[src/rtl/fetch_unit.sv]
// MIPS fetch stage: owns the PC, fetches over a req/ack handshake into an instruction register.
// Optional FETCH_PERF_CNT_EN adds a free-running count of accepted fetches (fetch_count).
module fetch_unit #(
  parameter logic [31:0] RESET_PC = 32'h0000_0000,
  parameter logic [31:0] PC_STEP  = 32'd4
) (
  input  logic        clk,
  input  logic        rst_n,
  output logic        imem_req,
  output logic [31:0] imem_addr,
  input  logic [31:0] imem_rdata,
  input  logic        imem_ack,
  input  logic        advance,
  input  logic        stall,
  input  logic        branch_taken,
  input  logic        jump,
  input  logic [31:0] ext_imm,
  output logic [31:0] pc,
  output logic [31:0] instr,
  output logic        instr_valid,
  output logic [15:0] immediate16,
  output logic [25:0] immediate26,
`ifdef FETCH_PERF_CNT_EN
  output logic [31:0] fetch_count,
`endif
  output logic        ext_select
);

  typedef enum logic [1:0] {
    S_RESET = 2'd0,
    S_REQ   = 2'd1,
    S_HOLD  = 2'd2
  } state_t;

  state_t      state;
  logic [31:0] pc_plus4;
  logic [31:0] next_pc;

  assign pc_plus4 = pc + PC_STEP;

  // Jump keeps the region bits of pc+4; branch offset is a word count.
  always_comb begin
    next_pc = pc_plus4;
    if (jump)
      next_pc = {pc_plus4[31:28], ext_imm[25:0], 2'b00};
    else if (branch_taken)
      next_pc = pc_plus4 + (ext_imm << 2);
  end

  always_ff @(posedge clk) begin
    if (!rst_n) begin
      state       <= S_RESET;
      pc          <= RESET_PC;
      instr       <= 32'h0;
      instr_valid <= 1'b0;
      imem_req    <= 1'b0;
`ifdef FETCH_PERF_CNT_EN
      fetch_count <= 32'h0;
`endif
    end else begin
      case (state)
        S_RESET: begin
          state    <= S_REQ;
          imem_req <= 1'b1;
        end
        S_REQ: begin
          if (imem_ack) begin
            instr       <= imem_rdata;
            instr_valid <= 1'b1;
            imem_req    <= 1'b0;
            state       <= S_HOLD;
`ifdef FETCH_PERF_CNT_EN
            fetch_count <= fetch_count + 32'd1;
`endif
          end
        end
        S_HOLD: begin
          if (advance && !stall) begin
            pc          <= next_pc;
            instr_valid <= 1'b0;
            imem_req    <= 1'b1;
            state       <= S_REQ;
          end
        end
        default: begin
          state    <= S_RESET;
          imem_req <= 1'b0;
        end
      endcase
    end
  end

  assign imem_addr   = pc;
  assign immediate16 = instr[15:0];
  assign immediate26 = instr[25:0];
  assign ext_select  = (instr[31:26] == 6'b000010) || (instr[31:26] == 6'b000011);

endmodule

[config.mk]
export PLATFORM = sky130hd
export DESIGN_NAME = fetch_unit
export DESIGN_NICKNAME = d
export VERILOG_FILES = /design/src/rtl/fetch_unit.sv
export SDC_FILE = /design/constraint.sdc
export NUM_CORES = 1
export LEC_CHECK = 0
export CAP_MARGIN = 10
export CORE_MARGIN = 3
export CORE_UTILIZATION = 47
export CTS_BUF_LIST = sky130_fd_sc_hd__clkbuf_8
export CTS_CLUSTER_DIAMETER = 60
export DETAILED_ROUTE_END_ITERATION = 6
export MAX_ROUTING_LAYER = met4
export PLACE_DENSITY = 0.89
export SETUP_SLACK_MARGIN = 0.05
export SLEW_MARGIN = 30
export SYNTH_ARGS = -nofsm -noshare
export SYNTH_HDL_FRONTEND = slang
export SYNTH_SLANG_ARGS = --single-unit
[constraint.sdc]
create_clock -name clk -period 4.5 [get_ports clk]
set_input_delay 0.45 -clock clk [delete_from_list [all_inputs] [get_ports clk]]
set_output_delay 0.45 -clock clk [all_outputs]
set_load 0.05 [all_outputs]
# Yosys cells after proc, flatten, opt, wreduce, memory -nomap -nowiden
# Index checks and enable logic that the tools add are counted.
[totals] ff_bits=68 in_bits=71 word_cells=33
[op_classes] addsub=2 n_eq_ne=6 mux=11 reduce_logical=9
[ops] cell="two-way mux 32 bit" count=2
[ops] cell="adder 32 x 3 -> 32 bit (second input constant)" count=1
[ops] cell="adder 32 bit" count=1
[ops] cell="equality test 6 x 2 -> 1 bit (second input constant)" count=2
[ops] cell="case mux 2 bit (3 select lines)" count=1
[ops] cell="AND reduction 2 bit" count=3
[ops] cell="two-way mux 1 bit" count=4
[ops] cell="two-way mux 2 bit" count=2
[ops] cell="!= test 2 bit (second input constant)" count=2
[ops] cell="case mux 1 bit (3 select lines)" count=1
[ops] cell="AND reduction 3 bit" count=1
[ops] cell="equality test 2 x 1 -> 1 bit (second input constant)" count=1
[ops] cell="equality test 2 bit (second input constant)" count=1
[ops] cell="zero test 2 bit" count=1
[ops] cell="case mux 1 bit (2 select lines)" count=1
[ops] cell="nonzero test 2 bit" count=1
[ops] cell="logical AND 1 bit" count=1
[ops] cell="zero test 1 bit" count=1
[ops] cell="logical OR 1 bit" count=1

# Logic depth before layout (Yosys ltp)
[logic_depth] word_depth=4 mapped_depth=15 depth_no_buf=14

# Least setup slack after synthesis
# Ideal clock, no wire load.
[synth_path] kind="register to register" startpoint="register pc[8] (netlist: imem_addr[8])" endpoint="register pc[31] (netlist: imem_addr[31])" setup_time_ns=0.072 arrival_time_ns=4.174 required_time_ns=4.428 setup_slack_ns=0.254 path_stages_with_launch=16 period_less_slack_ns=4.246 path_cell_list="dfxtp_1 > and4_1 > nand3_2 > or3_1 > nor2_1 > xor2_1 > ha_1 > buf_6 > a21o_1 > a221oi_2 > o21ai_1 > o311a_1 > or3_1 > a311oi_1 > a41o_1 > mux2i_1"
[synth_via] elab_chain_len=4
[synth_lines] item="start, declared" line="18" text="output logic [31:0] pc,"
[synth_lines] item="start signal, assigned" line="79" text="pc <= next_pc;"
[synth_lines] item="adder 32 x 3 -> 32 bit (*)" line="39" text="assign pc_plus4 = pc + PC_STEP;"
[synth_lines] item="adder 32 bit" line="47" text="next_pc = pc_plus4 + (ext_imm << 2);"
[synth_lines] item="two-way mux 32 bit" line="46" text="else if (branch_taken)"
[synth_lines] item="two-way mux 32 bit (*)" line="44" text="if (jump)"
# Every way passes the cells marked *; elsewhere a longest branch is shown, timed or not.
# A chain may end at the register's enable or synchronous reset.

# Worst setup path in the final report
[layout_path] startpoint="register pc[11] (netlist: imem_addr[11])" endpoint="register pc[31] (netlist: imem_addr[31])"
# Same word-level chain as after synthesis.

==> key figures <==
Clock network
  • H-Tree Depth: 3
  • CTS Buf Count: 9
  • Setup Buffers After CTS: 0
  • Root buf cell: clkbuf_8
  • Clk Latency, worst-skew pair: 0.36 ns
  • TritonCTS clock tree: built
  • PostCTS Resize Cnt: 0
  • Worst-path clk slew: 0.09 ns
  • Hold Buf Count CTS: 0
  • Sink Count: 65
  • CTS max path bufs: 2

Routing
  • DRT iter0 DRCs: 517
  • Wire per inst: 18.0 um
  • Via count: 6188
  • DRC errors left: 0
  • Via/cell ratio: 5.87
  • Post-route ant nets: 0
  • First-pass iteration count of the detailed router: 5
  • Total Wirelength: 19.0 mm

Layout
  • Sequential cell area: 0.00130 mm^2
  • Commonest non-fill, non-tap cells in the layout: clkdlybuf4s50_1 (205), nand2_1 (126), a21oi_1 (87)
  • Most common cell after layout, fill and taps aside: clkdlybuf4s50_1
  • Layout cells sized above 1: 0.0582
  • Fillers: 1053
  • N_diodes: 0
  • Final Non-Filler Cells: 1054
  • Area grow syn2layout: 31.6%
  • Footprint of the multi-input gates: 0.00368 mm^2
  • Layout Nets: 1015

GRT
  • Pin count of the biggest net entering global routing: 52
  • Grt ovf: 0
  • Vias in the first global route: 5743
  • First-pass GRT wire length: 29.3 mm
  • Total track usage: 0.280
  • Antenna violations before repair: 0

STA
  • Worst Skew: 0.0119 ns
  • Measured slew at the worst slew-check pin: 0.906 ns
  • RSZ-0062 raised after global routing: false
  • Final Max Tran Viols: 0
  • Final TNS setup: 0 ns
  • Hold slack: 0.469 ns
  • Relative slew margins: 0.394
  • Max Clk Rate: 0.243 GHz
  • Setup violations, final: 0
  • Final Cycle Share: 0.916
  • Fin. Hold Viols: 0
  • Fin crit period: 4.12 ns

Place
  • GP Congestion: 1.00
  • Placed Cells: 1038
  • Buffers on Ports: 205
  • Final HPWL DP: 14.4 mm

Setup path
  • Largest driver fanout on the critical path: 9
  • CP Class: flop to flop
  • Buffers and inverters on the worst path: 0
  • Critical path's slowest cell: or3_4
  • CP required: 4.80 ns
  • CP endpoint kind: flop
  • Top delay family on crit path: simple AND/OR/NAND/NOR gates
  • Crit path DAT: 4.42 ns
  • Startpoint types: flop
  • Max incr delay on CP: 0.46 ns
  • Crit-path cells: and4_1 > nand3_4 > or3_4 > nor2_1 > xor2_1 > ha_1 > a21o_1 > a221oi_2 > o21ai_1 > o311a_1 > or3_1 > a311oi_1 > a41o_1 > mux2i_1

Synthesis
  • Register area share after synthesis: 0.226
  • Top FF cell, synth: dfxtp_1
  • Yosys warning count: 0
  • Share of synthesized registers carrying an async set or reset: 0
  • Syn Area/Cell: 7.38 um^2
  • EDFF count, synth: 0
  • Yosys reg bits: 65
  • Post-Syn Area: 0.00576 mm^2
  • Netlist cell types: 71
  • Post-Synthesis Cells: 781

Floorplanning
  • Die area: 0.0136 mm^2
  • Row count: 39
  • Core Area: 0.0117 mm^2
  • # IOs: 212
  • DIE HEIGHT: 117 um
  • Initial Util: 0.492
  • DIE WIDTH: 117 um

Run
  • Max Cap Violations: 0

Status
  • Outcome: complete, no violations

Pwr
  • Pwr Density: 217 mW/mm^2
  • P_leak: 2.96 nW
  • VDD IR-drop max: 0.000126 V

Worst hold path
  • Worst hold path class: flop to flop
[stage by stage]
stage | worst slack [ns] | area (um^2) | utilization | total power, mW
after detailed placement | 0.338 | 7370 | 0.629 | 1.12
after floorplan | 0.254 | 5770 | - | 0.968
after global routing | 0.0630 | 7580 | 0.647 | 1.71
final | 0.377 | 7580 | 0.647 | 1.64
after CTS | 0.305 | 7570 | 0.646 | 1.65
after global placement | 0.412 | 7370 | 0.629 | 1.12
[path summary, 6_finish.rpt]
path | from | to | slack [ns] | depth (start not counted)
setup reg to reg | imem_addr[11] | imem_addr[31] | 0.38 | 14
hold reg to reg | instr[25] | instr[25] | 0.47 | 2
hold / removal | instr[25] | instr[25] | 0.47 | 2
setup / recovery | imem_addr[11] | imem_addr[31] | 0.38 | 14
[metal layers]
layer | wire [um] | part of all wire | track usage
met3 | 1770 | 0.093 | 0.0554
met2 | 9370 | 0.49 | 0.471
met4 | 433 | 0.023 | 0.0925
met1 | 7450 | 0.39 | 0.334
met5 | 0 | 0 | -
[synth_stat cells (2+ instances only)]
master | instances | share of area
ha_1 | 37 | 0.080
a211oi_1 | 10 | 0.013
o211ai_1 | 14 | 0.018
nand4_1 | 11 | 0.012
nand2b_1 | 10 | 0.011
buf_1 | 2 | 0.0013
o31ai_1 | 2 | 0.0026
nor3_1 | 14 | 0.012
o21ai_0 | 36 | 0.031
dfxtp_1 | 65 | 0.23
nor2_1 | 53 | 0.035
a311oi_1 | 3 | 0.0046
o32ai_1 | 2 | 0.0030
a21o_2 | 3 | 0.0046
nor2b_1 | 2 | 0.0022
and2_2 | 5 | 0.0065
xor2_1 | 20 | 0.030
clkbuf_8 | 2 | 0.0048
mux2i_1 | 6 | 0.010
clkbuf_1 | 26 | 0.017
and3_1 | 11 | 0.012
a41o_1 | 2 | 0.0035
inv_1 | 13 | 0.0085
a31oi_1 | 8 | 0.0087
or3_1 | 5 | 0.0054
o21a_1 | 5 | 0.0065
o21bai_1 | 5 | 0.0065
a221o_1 | 4 | 0.0069
nand2_1 | 126 | 0.082
a21boi_0 | 4 | 0.0052
a221oi_1 | 3 | 0.0046
a21o_1 | 10 | 0.013
a22o_1 | 3 | 0.0046
a32o_1 | 3 | 0.0052
a21oi_1 | 87 | 0.076
nand3_1 | 27 | 0.023
and4_1 | 3 | 0.0046
xnor2_1 | 24 | 0.036
o21ai_1 | 2 | 0.0017
or2_2 | 2 | 0.0022
a211o_1 | 3 | 0.0046
o22ai_1 | 4 | 0.0043
buf_4 | 76 | 0.099
[cells by family (layout without fill, tap and decap cells)]
| family | Yosys count | count (layout) | share of synthesized area |
|---|---|---|---|
| AOI/OAI and AO/OA | 225 | 225 | 0.249 |
| buffers and inverters | 123 | 250 | 0.140 |
| xor gates and xnor gates | 44 | 44 | 0.0669 |
| other | 1 | 4 | 0.000651 |
| adders and majority gates | 38 | 38 | 0.0838 |
| and+or+nand+nor | 278 | 278 | 0.222 |
| DFF | 65 | 65 | 0.226 |
| muxes | 7 | 7 | 0.0124 |
[report_power, final]
group          switching (mW)  internal, mW
clock                   0.271         0.261
combinational           0.313         0.187
sequential             0.0192         0.594
total                   0.603          1.04
[worst reg2reg max path: stages, from the launching register on]
cell and delay [ns]:
dfxtp_1 0.42, and4_1 0.35, nand3_4 0.18, or3_4 0.46
nor2_1 0.14, xor2_1 0.20, ha_1 0.35, a21o_1 0.23
a221oi_2 0.28, o21ai_1 0.12, o311a_1 0.37, or3_1 0.37
a311oi_1 0.28, a41o_1 0.14, mux2i_1 0.17
[state kept, by name, indices dropped and copies added, names as in the netlist]
name / flops
instr_valid: 1
state: 1
imem_addr: 30
imem_req: 1
instr: 32
[cell type report]
type,instances,share of cell area
Clock buffer,9,0.0163
Clock inverter,7,0.0102
Inverter,14,0.00693
Multi-Input combinational cell,596,0.486
Sequential cell,65,0.172
Tap cell,143,0.0236
Timing Repair Buffer,220,0.286
No activity file was read; power rests on OpenSTA's default activity.
==> RTL change 1 (same settings) <==
Reset style: asynchronous (`rst_n`), changed in one clocked block.
--- a/src/rtl/fetch_unit.sv
+++ b/src/rtl/fetch_unit.sv
@@ -49,3 +49,3 @@
 
-  always_ff @(posedge clk) begin
+  always_ff @(posedge clk or negedge rst_n) begin
     if (!rst_n) begin
Behaviour: differs if rst_n is asserted again (counterexample within 4 cycles, from zero or initial values and one cycle with rst_n low); with rst_n held inactive, the same outputs for 10 cycles.
==> RTL change 1 against the original RTL <==
- routed wire length decreased by 12%
- design area is 1.7% lower
- sequential cell count did not move
- synthesized cell count decreased by 17%
- non-clock buffer count is 8 lower
- worst setup slack got worse by 83 ps
- area after synthesis is 2.7% lower
- critical path type unchanged
- largest cell class unchanged
- highest routed layer unchanged
Power is not shown: default switching activity piles up to over one toggle a cycle in this logic, so the estimate is an artifact.
==> RTL change 1: results (changes against the original RTL) <==
[run_status]
status = finished clean

[yosys]
synth_fa_ha_area_frac = 0.08612  ; +0.002300
synthArstFlopShare = 1.000  ; +1.000
post_synth_most_frequent_cells = 76 x buf_4, 65 x dfrtp_1, 63 x nand2_1
synth_top_flop_cell = dfrtp_1
seq_area_frac_synth = 0.2900  ; +0.06421
synthXorXnorAreaFrac = 0.07965  ; +0.01277
muxShareOfSynthArea = 0.07854  ; +0.06616
synth_compound_area_frac = 0.1801  ; -0.06924
synth_cell_type_count = 59  ; -17%

[routing]
wl_met1_um = 6772  ; -9.1%
drtIter0Drc = 462  ; -11%
wl_met2_um = 8227  ; -12%
wl_um = 16750  ; -12%
wl_per_cell_um = 18.15  ; +0.59%
first_pass_iters = 6  ; +1
vias = 5355  ; -13%
wl_met3_um = 1366  ; -23%

[place]
routabilityCongestion = 1.016  ; +1.3%
dp_hpwl_um = 13070  ; -9.5%

[setup_path]
r2r_slack_ps = 290  ; -80 ps
r2r_cells = 16  ; +2
critPathArrivalTime_ps = 4470  ; +50 ps
critPathMaxFanout = 8  ; -1
r2r_start = imem_addr[6]
crit_path_top_delay_cell = or4_1
r2r_end = imem_addr[31]

[global_routing]
grt_pass1_wl_um = 25760  ; -12%
use_met2 = 0.4144  ; -0.05626
grt_util_met3 = 0.03474  ; -0.02070
grtUsageTotal = 0.2502  ; -0.02933
met1_usage = 0.3186  ; -0.01535

[finish]
multi_input_area_share = 0.4433  ; -0.04242
buffer_area_frac = 0.2812  ; -0.004323
clkCellAreaFrac = 0.02822  ; +0.001649
ff_latch_area_um2 = 1633  ; +25%
n_all_inverters = 8  ; -6
n_all_buffers = 212  ; -3.6%

[hold_path]
worstHoldPathType = input pin to async pin

[sta]
finalClockSkew_ps = 14.53  ; +2.582 ps
worstMarginPinSlew_ps = 841.0  ; -64.98 ps

[cts]
clkLatencyLatePin_ps = 340  ; -20 ps

## RTL change 1: cell types whose count changed in the layout (fill, tap and decap cells not counted), sizes merged, moves of 4 or more
cell / unedited run / this run
dfrtp: 0 / 65
dfxtp: 65 / 0
nand2: 127 / 63
a21oi: 87 / 44
mux2: 1 / 32
nor2: 54 / 43
o211ai: 14 / 4
nor3: 14 / 6
inv: 16 / 9
buf: 15 / 9
xnor2: 24 / 30
nand3: 28 / 23
o21bai: 5 / 1
## RTL change 1: metrics by stage
stage / hold slack (ps) / utilization / worst slack [ps] / area [um2]
3_5_place_dp: 487.5 / 0.6281 / 299.8 / 7233
4_1_cts: 306.0 / 0.6463 / 237.7 / 7443
3_3_place_gp: 460.7 / 0.6281 / 368.1 / 7233
2_1_floorplan: 154.4 / - / 89.60 / 5619
6_report: 294.8 / 0.6468 / 294.0 / 7448
5_1_grt: 346.0 / 0.6468 / 63.14 / 7448
==> RTL change 2 (same flow settings) <==
Made on the original files. Build with the macro `FETCH_PERF_CNT_EN` defined.
--- a/src/rtl/fetch_unit.sv
+++ b/src/rtl/fetch_unit.sv
@@ -2,2 +2,4 @@
 // Optional FETCH_PERF_CNT_EN adds a free-running count of accepted fetches (fetch_count).
+`define FETCH_PERF_CNT_EN
+
 module fetch_unit #(
Behaviour (old outputs only; new: fetch_count): unchanged (Yosys induction, for registers that start in step).
==> RTL change 2 against the original RTL <==
- sequential power grew 47%
- hold slack lost 10 ps
- clock skew grew 0.89 ps
- design area grew 20%
- power grew 21%
- worst setup slack gained 6.8 ps
- sequential cell count grew 32
- via count grew 8.7%
- final cell count grew 16%
- area after synthesis grew 20%
- routed wire length grew 9.3%
- count of clock-buffer cells in the layout is the same
- largest cell class unchanged
- largest power group unchanged
==> RTL change 2: results (changes against the original RTL) <==
[finish]
buffer_area_frac = 0.2678  ; -0.01772
clkCellAreaFrac = 0.02108  ; -0.005495
drive_gt1_frac = 0.04689  ; -0.01129
n_all_inverters = 12  ; -2
design_area_um2 = 9082  ; +20%
fillCellCount = 1231  ; +17%
multiInputGateArea_um2 = 4247  ; +15%
n_all_buffers = 245  ; +11%
ff_latch_area_um2 = 1942  ; +49%

[setup_path]
critPathMaxFanout = 11  ; +2
r2r_slack_ps = 380
crit_path_top_delay_cell = dfxtp_1

[routing]
wl_per_cell_um = 16.97  ; -6.0%
wl_met3_um = 1448  ; -18%
wl_um = 20790  ; +9.3%
vias = 6726  ; +8.7%
wl_met1_um = 8522  ; +14%
wl_met2_um = 10180  ; +8.7%

[yosys]
synth_compound_area_frac = 0.2046  ; -0.04470
synth_fa_ha_area_frac = 0.07170  ; -0.01212
seq_area_frac_synth = 0.2810  ; +0.05517
synth_cell_type_count = 68  ; -4.2%
muxShareOfSynthArea = 0.01159  ; -0.0007899
yosys_register_bits = 97  ; +49%
syn_avg_cell_area_um2 = 7.738  ; +4.9%
netlist_top_cells_area = dfxtp_1 28%, buf_4 8.3%, nand2_1 8.1%
post_synth_most_frequent_cells = 149 x nand2_1, 97 x dfxtp_1, 76 x buf_4
synthXorXnorAreaFrac = 0.09379  ; +0.02691

[power_and_ir_drop]
netSwitchingFraction = 0.3349  ; -0.03165
switchingPower_uw = 666.2  ; +11%
clock_power_share = 0.299  ; -0.024
p_comb_frac = 0.249  ; -0.055
ir_worst_vdd_mv = 0.1247  ; -1.0%
leakage_uw = 0.003489  ; +18%

[global_routing]
grt_util_met3 = 0.04055  ; -0.01489
grtUsageTotal = 0.2574  ; -0.02215
grt_pass1_wl_um = 32830  ; +12%
grt_max_degree = 40  ; -23%
grt_pass1_vias = 6336  ; +10%

[place]
dp_cells = 1210  ; +17%
dpl_cell_area_um2 = 8879  ; +21%
dp_hpwl_um = 15870  ; +9.9%
routabilityCongestion = 0.9437  ; -5.9%
portBuffers = 237  ; +16%
preCtsSetupSlack_ps = 473.9  ; +136.0 ps

[floorplan]
core_region_area_um2 = 14150  ; +21%

[run_status]
status = finished clean

[cts]
max-clock-path-buffers = 2  ; unchanged

[sta]
finalClockSkew_ps = 12.83  ; +0.8869 ps
fin_hold_ws_ps = 458.9  ; -10.10 ps
timing.final.ws_setup_ps = 384.3  ; +6.835 ps

-- RTL change 2: cell types whose count changed after synthesis, moves of 5 or more --
cell / before / now
and2_1: 1 / 27
dfxtp_1: 65 / 97
nand2_1: 126 / 149
o21ai_0: 36 / 42
nand3_1: 27 / 35
xnor2_1: 24 / 46
xor2_1: 20 / 28
a21o_1: 10 / 19
a21oi_1: 87 / 68
and2_2: 5 / 0
a21boi_0: 4 / 21
and3_1: 11 / 16
o211ai_1: 14 / 7
clkbuf_1: 26 / 32
-- RTL change 2: timing repair --
action	4_1_cts	5_1_grt
resized for setup	0	3
setup endpoints to repair	0	2
endpoints found under the hold margin	0	0
-- RTL change 2: path summary, 6_finish.rpt --
check / end / cells past startpoint / from
setup / recovery: imem_addr[31] / 17 / imem_addr[15]
hold / removal: instr[26] / 2 / instr[26]
setup reg to reg: imem_addr[31] / 17 / imem_addr[15]
hold reg to reg: instr[26] / 2 / instr[26]
